### config.mk
export PLATFORM = sky130hd
export DESIGN_NAME = btn_debounce
export DESIGN_NICKNAME = d
export VERILOG_FILES = /design/src/rtl/btn_debounce.sv
export SDC_FILE = /design/constraint.sdc
export NUM_CORES = 1
export LEC_CHECK = 0
export ABC_AREA = 1
export CAP_MARGIN = 10
export CORE_MARGIN = 2
export CORE_UTILIZATION = 40
export CTS_CLUSTER_SIZE = 40
export DETAILED_ROUTE_END_ITERATION = 7
export DONT_BUFFER_PORTS = 1
export PLACE_DENSITY = 0.63
export SYNTH_ARGS = -nofsm -noshare
export SYNTH_HDL_FRONTEND = slang
export SYNTH_SLANG_ARGS = --single-unit
### constraint.sdc
create_clock -name clk_i -period 1.5 [get_ports clk_i]
set_input_delay 0.15 -clock clk_i [delete_from_list [all_inputs] [get_ports clk_i]]
set_output_delay 0.15 -clock clk_i [all_outputs]
set_load 0.01 [all_outputs]
### src/rtl/btn_debounce.sv
// Push-button conditioner: two-flop synchroniser, debounce FSM,
// registered level plus press/release/long pulses and a press counter.
module btn_debounce #(
  parameter int unsigned DEBOUNCE_CYCLES = 250_000,
  parameter int unsigned LONG_CYCLES     = 25_000_000,
  parameter bit          ACTIVE_LOW      = 1'b1
) (
  input  logic       clk_i,
  input  logic       rst_i,
  input  logic       btn_i,
  output logic       level_o,
  output logic       press_o,
  output logic       release_o,
  output logic       long_o,
  output logic [7:0] count_o
);

  localparam int DW = $clog2(DEBOUNCE_CYCLES);
  localparam int HW = (LONG_CYCLES > 1) ? $clog2(LONG_CYCLES) : 1;
  localparam logic [DW-1:0] DEB_LAST  = DW'(DEBOUNCE_CYCLES - 1);
  localparam logic [HW-1:0] HOLD_LAST = HW'(LONG_CYCLES - 1);
  localparam logic          REL_LVL   = ACTIVE_LOW;

  typedef enum logic [1:0] {
    IDLE,
    PRESS_WAIT,
    HELD,
    RELEASE_WAIT
  } state_t;

  state_t        state_q, state_d;
  logic          sync1_q, sync2_q;
  logic          pressed_s;
  logic [DW-1:0] deb_q, deb_d;
  logic [HW-1:0] hold_q, hold_d;
  logic          ldone_q, ldone_d;
  logic          level_d, press_d, release_d, long_d;
  logic [7:0]    count_d;

  always_ff @(posedge clk_i) begin
    if (rst_i) begin
      sync1_q <= REL_LVL;
      sync2_q <= REL_LVL;
    end else begin
      sync1_q <= btn_i;
      sync2_q <= sync1_q;
    end
  end

  assign pressed_s = sync2_q ^ ACTIVE_LOW;

  always_ff @(posedge clk_i) begin
    if (rst_i) begin
      state_q   <= IDLE;
      deb_q     <= '0;
      hold_q    <= '0;
      ldone_q   <= 1'b0;
      level_o   <= 1'b0;
      press_o   <= 1'b0;
      release_o <= 1'b0;
      long_o    <= 1'b0;
      count_o   <= '0;
    end else begin
      state_q   <= state_d;
      deb_q     <= deb_d;
      hold_q    <= hold_d;
      ldone_q   <= ldone_d;
      level_o   <= level_d;
      press_o   <= press_d;
      release_o <= release_d;
      long_o    <= long_d;
      count_o   <= count_d;
    end
  end

  always_comb begin
    state_d   = state_q;
    deb_d     = deb_q;
    hold_d    = hold_q;
    ldone_d   = ldone_q;
    level_d   = level_o;
    press_d   = 1'b0;
    release_d = 1'b0;
    long_d    = 1'b0;
    count_d   = count_o;
    unique case (state_q)
      IDLE: begin
        if (pressed_s) begin
          state_d = PRESS_WAIT;
          deb_d   = '0;
        end
      end
      PRESS_WAIT: begin
        if (!pressed_s) begin
          state_d = IDLE;
        end else if (deb_q == DEB_LAST) begin
          state_d = HELD;
          press_d = 1'b1;
          level_d = 1'b1;
          count_d = count_o + 8'd1;
          hold_d  = '0;
          ldone_d = 1'b0;
        end else begin
          deb_d = deb_q + DW'(1);
        end
      end
      HELD: begin
        if (!pressed_s) begin
          state_d = RELEASE_WAIT;
          deb_d   = '0;
        end else if (!ldone_q && hold_q == HOLD_LAST) begin
          long_d  = 1'b1;
          ldone_d = 1'b1;
        end else if (hold_q != HOLD_LAST) begin
          hold_d = hold_q + HW'(1);
        end
      end
      RELEASE_WAIT: begin
        // hold_cnt is frozen here so a rejected release resumes timing
        if (pressed_s) begin
          state_d = HELD;
        end else if (deb_q == DEB_LAST) begin
          state_d   = IDLE;
          release_d = 1'b1;
          level_d   = 1'b0;
        end else begin
          deb_d = deb_q + DW'(1);
        end
      end
      default: state_d = IDLE;
    endcase
  end

endmodule

==> flow_metrics.py <==
metrics = {
    "outcome": {
        "status": "finished, violations left",
        "violations": "negative hold slack, negative setup slack",
    },
    "cells_and_area": {
        "design_area_sq_um": 4760,
        "final_common_cell": "nand2_1",
        "finalNonFillerCells": 758,
        "layout_common_cells": "155 x nand2_1, 100 x nor2_1, 80 x buf_4",
        "multi_input_area_sq_um": 2290,
        "final_nets": 651,
        "seqCellArea_sq_um": 1210,
        "area_growth_syn_to_layout_pct": 36.6,
        "post-route-util_pct": 55.4,
        "drive_above_1_share_pct": 27.7,
        "n_antenna_cell": 0,
        "fillCellCount": 828,
    },
    "critical_path": {
        "slowest_stage": "dfxtp_2",
        "startpoint": "hold_q[12]",
        "max_stage_delay_ns": 0.36,
        "cp-end-kind": "flop",
        "reg2reg_to": "hold_q[24]",
        "critPathMaxFanout": 21,
        "reg2reg_slack_ns": -0.11,
        "r2r_cells": 11,
        "endpoint": "hold_q[24]",
        "start_kind": "flop",
        "cp.required_ns": 1.74,
        "worstSetupPathType": "reg -> reg",
        "reg2reg_from": "hold_q[12]",
        "crit_chain": "nand2_1 > nor2_2 > nand2_1 > nor2_1 > nand2_1 > nand2_2 > nand2_8 > inv_6 > nor2_2 > nor2_1 > nor2_1",
        "critPathArrivalTime_ns": 1.85,
    },
    "route": {
        "drtIter0Drc": 159,
        "wl_microns": 9920,
        "firstDrtPassIters": 4,
        "viasPerCell": 5.02,
        "wl_per_cell_microns": 13.1,
        "num_vias": 3802,
        "drtAntennaViolNets": 0,
        "drc": 0,
    },
    "floorplanning": {
        "die_x_microns": 97.3,
        "initial_core_util_pct": 40.6,
        "die_h_microns": 97.3,
        "row_count": 34,
        "core_sq_um": 8590,
        "io_pins": 15,
        "die_area_sq_um": 9470,
    },
    "global_routing": {
        "grt_start_max_net_pins": 37,
        "grtUsageTotal_pct": 20.9,
        "gr-total-overflow": 0,
        "antenna_found_initial": 0,
        "grt_pass1_wl_microns": 16400,
        "first_global_vias": 3741,
    },
    "yosys": {
        "synth-seq-cells": 60,
        "ys_types": 34,
        "avgSynthCellArea_sq_um": 6.27,
        "yosys_warnings": 0,
        "synth_nets": 562,
        "synthCells": 556,
        "yosysSeqAreaShare_pct": 34.5,
        "syn_area_sq_um": 3480,
    },
    "sta": {
        "holdWs_ns": -0.140,
        "max_freq_mhz": 622,
        "fin_crit_sh_pct": 107,
        "fin_ws_ns": -0.107,
        "slew_viol_final": 0,
        "rsz0062_at_grt": "true",
        "skew_ns": 0.0153,
        "setup_viol": 37,
        "hold_viol_final": 33,
        "slew_headroom_pct": 79.9,
        "period_needed_ns": 1.61,
        "max_slew.worst_pin.slew_ns": 0.301,
        "fin_setup_tns_ns": -1.83,
    },
    "worst_hold_path": {
        "hold_path.class": "in -> reg",
        "hold_depth": 1,
    },
    "cts": {
        "cts_tree": "yes",
        "clk_pin_slew_ns": 0.08,
        "clkLatencyLatePin_ns": 0.35,
        "cts_root_buf": "clkbuf_8",
        "cts_buffer_depth": 2,
        "cts_hold_buffers": 3,
        "cts.sinks": 60,
        "numCtsBuffers": 9,
        "h-tree-depth": 3,
    },
    "pwr": {
        "ir_drop_uv": 491,
        "p_per_area_nw_per_um2": 714,
        "p_leak_nw": 1.91,
    },
    "placed_design": {
        "placed_cells": 731,
        "gp_congestion": 0.906,
        "placed_area_sq_um": 4220,
        "hpwl_microns": 6780,
        "numPortBuffers": 0,
    },
    "job": {
        "cap_violations": 0,
    },
}
worst max-delay path: cells and delay by family (launching register included):
kind | cells | cell delay, ns
AND/OR/NAND/NOR | 10 | 0.95
flip-flops | 1 | 0.36
buffers and inverters | 1 | 0.19
per-layer routing:
metal,track usage (%),share of wire [%],up-vias
met2,36.9,49,75
met4,8.33,2.7,0
met3,4.60,3.1,30
met5,0,0,-
met1,24.7,45,1751
li1,-,-,1946
flip-flops by register name (all words and copies together) (netlist names), named ones only:
signal	cells
deb_q	18
hold_q	25
count_o	8
sync1_q	1
ldone_q	1
level_o	1
sync2_q	1
release_o	1
state_q	1
press_o	1
long_o	1
cell families after synthesis:
family                     after synthesis  share of synthesized area (%)
and+or+nand+nor                        359                           44.1
DFF                                     60                           34.5
AOI/OAI and AO/OA                       59                           8.90
buffers and inverters                   57                           6.89
xor gates and xnor gates                18                           4.52
adders and majority gates                3                           1.08
cell type report:
class                   count  area share, %
clock buffers              12           3.05
flip-flops and latches     60           25.4
inverters                  45           3.65
well taps                 108           2.84
repair buffers             89           15.4
multi-input cells         440           48.1
clock inverters             4           1.52
cell usage after synthesis (all sizes together):
cell      n  area share [%]
inv      44             4.8
a21oi    38             5.5
dfxtp    60              34
ha        3             1.1
or2       2            0.36
o21bai    2            0.43
o21ai    16             2.4
nand2   165              19
o211ai    1            0.22
and3      1            0.18
buf       6             1.3
clkbuf    6            0.65
o22ai     1            0.18
nor2    131              15
clkinv    1            0.11
xor2     16             4.0
nand3    43             6.2
nand4     7             1.4
xnor2     2            0.50
nor3      7             1.0
nand3b    3             1.0
o31ai     1            0.22
worst min-delay path by stage:
stage               startpoint       end  slack [ns]
finish                   rst_i  deb_q[4]       -0.14
global route             rst_i  deb_q[6]       -0.15
CTS                      rst_i  deb_q[7]       -0.15
detailed placement       rst_i  deb_q[1]        0.22
global placement         rst_i  deb_q[1]        0.22
floorplan                btn_i   sync1_q        0.25
what timing repair did:
item	in CTS	in global routing
endpoints found under the hold margin	35	33
buffers inserted	1	4
gates cloned	1	2
gates resized for setup	23	45
endpoints found under the setup margin	42	54
pin swaps	17	14
through the flow:
stage | setup slack, ns | power (mW)
6_report | -0.107 | 3.40
5_1_grt | -0.242 | 3.51
4_1_cts | -0.0774 | 3.39
3_5_place_dp | -0.115 | 1.74
3_3_place_gp | -0.0878 | 1.74
2_1_floorplan | -0.0396 | 1.71
where the power goes:
group          internal (mW)  leakage (nW)  switching [mW]  total [mW]
combinational         0.0681          1.31          0.0808       0.149
clock                  0.980         0.107           0.671        1.65
sequential              1.60         0.487         0.00370        1.60
total                   2.64          1.91           0.755        3.40
Note: power is estimated with default switching activity, not from simulation.
==> RTL change 1, RTL diff (same flow settings) <==
Add an input register stage for `btn_i`, without a reset; this delays it by one clock.
--- a/src/rtl/btn_debounce.sv
+++ b/src/rtl/btn_debounce.sv
@@ -30,2 +30,8 @@
 
+  logic btn_q;
+
+  always_ff @(posedge clk_i) begin
+    btn_q <= btn_i;
+  end
+
   state_t        state_q, state_d;
@@ -44,3 +50,3 @@
     end else begin
-      sync1_q <= btn_i;
+      sync1_q <= btn_q;
       sync2_q <= sync1_q;
Behaviour: same outputs for any inputs over 10 cycles, from zero or initial values and one cycle with rst_i high; that may be too few to reach the edited logic, so the function may still have changed.
==> RTL change 1 against the unedited design <==
- the run ends with setup timing left
- die area is 8.6% higher
- area after synthesis grew 9.0%
- setup slack got worse by 0.018 ns
- cell area grew 18%
- count of clock-buffer cells in the layout down 2
- non-clock buffer count increased by 30
- routed wire length up 23%
- sequential cell count is 1 higher
- first-iteration DRC count up 110%
- cell count is 13% higher
Power is not compared: it rests on default switching activity, and its combinational part moved more than twofold at a synthesized area within 25%.
==> RTL change 1: results (changes against the unedited design) <==
{| class="wikitable"
! Metric !! Value
|-
| Status || finished with violations (unchanged)
|-
| Violated checks || setup timing (was hold timing, setup timing)
|-
| Actual transition at the worst max-transition pin || 0.2789 ns (was 0.3012 ns)
|-
| GRT Util Overall || 23.30% (was 20.95%)
|-
| Synthesized-area fraction occupied by ao, oa, aoi and oai cells || 8.597% (was 8.905%)
|-
| Slack of the critical path || -0.1254 ns (was -0.1070 ns)
|-
| Largest driver fanout on the critical path || 7 (was 21)
|-
| Worst stage delay on the critical path || 0.36 ns (about the same)
|-
| Number of iterations in the first detailed-routing pass || 5 (was 4)
|-
| IO Port Bufs || 0 (unchanged)
|-
| CP max-delay cell || sky130_fd_sc_hd__dfxtp_4 (was sky130_fd_sc_hd__dfxtp_2)
|-
| Sequential-to-total area share from yosys stat || 32.15% (was 34.47%)
|-
| Post-Place Cells || 827 (was 731)
|-
| Post-Synth Adder-Cell Area || 0.9881% (was 1.077%)
|-
| Xor/xnor cell area share of the yosys netlist || 1.845% (was 4.524%)
|-
| Final number of setup-violating endpoints || 52 (was 37)
|-
| Global-route wire length before repair || 19200 µm (was 16420 µm)
|-
| Share of post-route cells with drive strength above 1 || 39.95% (was 27.69%)
|-
| Number of distinct library cell variants in the gate-level netlist after synthesis || 38 (was 34)
|-
| Net count of the mapped netlist || 618 (was 562)
|-
| Number of global-route vias before repair || 4171 (was 3741)
|-
| Final setup skew || 0.01279 ns (was 0.01531 ns)
|-
| Post-detailed-route via-to-cell ratio || 5.114 (was 5.016)
|-
| Count of unresolved DRC violations after routing || 0 (unchanged)
|-
| Multiplexer share of the synthesized area || 0% (unchanged)
|-
| Final routed wirelength across all metal layers || 12220 µm (was 9919 µm)
|-
| Routed length per instance || 14.21 µm (was 13.09 µm)
|-
| Fin nets || 732 (was 651)
|-
| Detailed placement HPWL || 8052 µm (was 6781 µm)
|-
| Weighted congestion reported at the end of routability-driven placement || 0.9277 (was 0.9056)
|-
| Largest cells by area after synthesis || sky130_fd_sc_hd__dfxtp_1 (32%), sky130_fd_sc_hd__nand2_1 (16%), sky130_fd_sc_hd__nor2_1 (12%) (was sky130_fd_sc_hd__dfxtp_1 (34%), sky130_fd_sc_hd__nand2_1 (17%), sky130_fd_sc_hd__nor2_1 (13%))
|-
| Average size of a mapped cell || 6.207 µm² (was 6.267 µm²)
|-
| Most frequent cells after synthesis || sky130_fd_sc_hd__nand2_1 (159), sky130_fd_sc_hd__nor2_1 (118), sky130_fd_sc_hd__dfxtp_1 (61), sky130_fd_sc_hd__nand3_1 (61), sky130_fd_sc_hd__inv_1 (58) (was sky130_fd_sc_hd__nand2_1 (160), sky130_fd_sc_hd__nor2_1 (120), sky130_fd_sc_hd__dfxtp_1 (60), sky130_fd_sc_hd__nand3_1 (43), sky130_fd_sc_hd__inv_1 (41))
|-
| Starting DRC count in detailed routing || 340 (was 159)
|}
-- RTL change 1: critical path, delay by kind of cell (launching register included) --
kind | cells | cell delay (ns)
AOI/OAI and AO/OA | 1 | 0.07
DFF | 1 | 0.36
and+or+nand+nor | 7 | 0.74
buffers and inverters | 2 | 0.20
adders and majority gates | 1 | 0.14
-- RTL change 1: cell families after synthesis --
kind of cell | Yosys count
AOI/OAI and AO/OA | 52
xor gates and xnor gates | 8
DFF | 61
and+or+nand+nor | 405
buffers and inverters | 83
adders and majority gates | 3
-- RTL change 1: power breakdown --
part / leakage, nW / internal, mW / switching [mW] / total, mW
logic: 1.65 / 0.182 / 0.247 / 0.428
registers: 0.504 / 1.65 / 0.0245 / 1.67
clock network: 0.103 / 0.825 / 0.745 / 1.57
-- RTL change 1: what timing repair did --
item                       4_1_cts  5_1_grt
gates cloned                     2        0
hold buffers                     2        0
setup buffers                    5        8
setup endpoints to repair       50       57
hold endpoints to repair        37        0
gates resized for setup         47      102
pin swaps                       14       36
-- RTL change 1: worst paths after layout --
path	startpoint	endpoint	slack, ns	depth (start not counted)
min reg2reg	sync1_q$_SDFF_PP1_	sync2_q$_SDFF_PP1_	0.41	1
min	rst_i	deb_q[9]$_SDFFE_PP0P_	0.08	3
max reg2reg	deb_q[0]$_SDFFE_PP0P_	hold_q[11]$_SDFFE_PP0P_	-0.13	11
max	deb_q[0]$_SDFFE_PP0P_	hold_q[11]$_SDFFE_PP0P_	-0.13	11
-- RTL change 1: final cells by class --
cell class                 count  area (µm²)
sequential                    61        1252
timing repair buffer         119        1003
tap                          129       161.4
clock inverter                 6       70.07
multi-input combinational    469        2698
clock buffer                  10       137.6
inverter                      66       271.5
fill                         837        3646
-- RTL change 1: layer usage --
layer	GRT usage, %	routed length, µm	vias up
li1	-	-	2208
met1	30.83	5325	2021
met2	37.90	5838	137
met3	4.486	749	32
met4	8.316	310	0
met5	0	0	-
-- RTL change 1: stage by stage --
stage	setup TNS [ns]	worst slack, ns	util, %	total power, mW	area [µm²]
global route	-6.958	-0.1792	60.54	3.808	5594
global placement	-3.479	-0.1215	51.27	2.024	4737
detailed placement	-4.211	-0.1455	51.27	2.030	4737
floorplan	-1.667	-0.07614	-	1.928	3892
finish	-3.115	-0.1254	60.54	3.669	5594
CTS	-1.845	-0.07248	56.34	3.662	5206
==> RTL change 2, RTL diff (same settings) <==
Made on the original files. Change the parameter `ACTIVE_LOW` from 1'b1 to 1'b0.
--- a/src/rtl/btn_debounce.sv
+++ b/src/rtl/btn_debounce.sv
@@ -5,3 +5,3 @@
   parameter int unsigned LONG_CYCLES     = 25_000_000,
-  parameter bit          ACTIVE_LOW      = 1'b1
+  parameter bit          ACTIVE_LOW      = 1'b0
 ) (
Behaviour: no difference found for any inputs over 10 cycles, from zero or initial values and one cycle with rst_i high; that may be too few to reach the edited logic, so the function may still have changed.
==> RTL change 2 against the unedited design <==
- the run ends with setup timing left
- setup slack worse by 0.021 ns
- worst hold slack better by 0.15 ns
- sequential share of layout area is 2.1 points lower
- global-route usage is 0.16 points higher
- sequential cell count stayed put
- routed wire length is 7.6% higher
- area after synthesis is 6.6% higher
- total power is 1.4% higher
- cell area is 9.4% higher
- highest routed layer unchanged
==> RTL change 2: results (changes against the unedited design) <==
{| class="wikitable"
! Metric !! Value
|-
| Status || finished with violations (unchanged)
|-
| Violated checks || setup timing (was hold timing, setup timing)
|-
| Destination of the critical timing path || hold_q[5]$_SDFFE_PP0P_ (was hold_q[24]$_SDFFE_PP0P_)
|-
| Xor/xnor cell area share of the yosys netlist || 4.245% (was 4.524%)
|-
| Routed length per instance || 13.62 µm (was 13.09 µm)
|-
| Net count of the mapped netlist || 577 (was 562)
|-
| Number of global-route vias before repair || 3728 (was 3741)
|-
| Wl on met1 || 4615 µm (was 4441 µm)
|-
| Post-detailed-route via-to-cell ratio || 5.073 (was 5.016)
|-
| Post-Synth Adder-Cell Area || 1.011% (was 1.077%)
|-
| Minimum hold slack || 0.01365 ns (was -0.1395 ns)
|-
| Post-Place Cells || 759 (was 731)
|-
| Final number of setup-violating endpoints || 31 (was 37)
|-
| Resize count post-CTS || 37 (was 23)
|-
| Sum of negative setup slack || -2.678 ns (was -1.828 ns)
|-
| Final setup skew || 0.01251 ns (was 0.01531 ns)
|-
| Global-route wire length before repair || 17160 µm (was 16420 µm)
|-
| Global routing met1 resource utilization || 25.88% (was 24.74%)
|-
| Detailed placement HPWL || 7348 µm (was 6781 µm)
|-
| Worst VDD drop || 0.5286 mV (was 0.4912 mV)
|-
| Met2 wire length || 5602 µm (was 4901 µm)
|-
| Weighted congestion reported at the end of routability-driven placement || 0.9206 (was 0.9056)
|-
| Slack of the critical path || -0.1283 ns (was -0.1070 ns)
|-
| Number of buffers inserted for hold repair after clock tree synthesis || 2 (was 3)
|-
| Share of post-route cells with drive strength above 1 || 34.47% (was 27.69%)
|-
| Final routed wirelength across all metal layers || 10680 µm (was 9919 µm)
|-
| Sequential-to-total area share from yosys stat || 32.35% (was 34.47%)
|-
| Largest driver fanout on the critical path || 7 (was 21)
|-
| Met2 layer usage reported by global route || 37.22% (was 36.91%)
|-
| Leakage power summed over all cells || 2.021 nW (was 1.908 nW)
|-
| Starting DRC count in detailed routing || 141 (was 159)
|-
| Average size of a mapped cell || 6.504 µm² (was 6.267 µm²)
|-
| Dpl ws || -0.2396 ns (was -0.1148 ns)
|}
-- RTL change 2: changes by cell type after synthesis, sizes merged, moves of 3 or more --
cell    delta
a31oi      +3
inv       +11
nor2       -4
nand3b     -3
nand3     +12
nand2     -15
nand4      +9
nor3       +3
o21ai      -5
a21oi      -4
-- RTL change 2: final cells by class --
cell class | instances | area (µm²)
inverters | 56 | 231.5
clock buffers | 11 | 131.4
well taps | 111 | 138.9
multi-input cells | 442 | 2532
fillers | 824 | 3904
repair buffers | 99 | 853.3
flip-flops and latches | 60 | 1217
clock inverters | 5 | 100.1
-- RTL change 2: report_power, final --
group	leakage [nW]	switching (mW)	internal (mW)
combinational	1.41	0.0694	0.0394
clock	0.117	0.639	1.10
sequential	0.490	0.00346	1.60
total	2.02	0.712	2.74
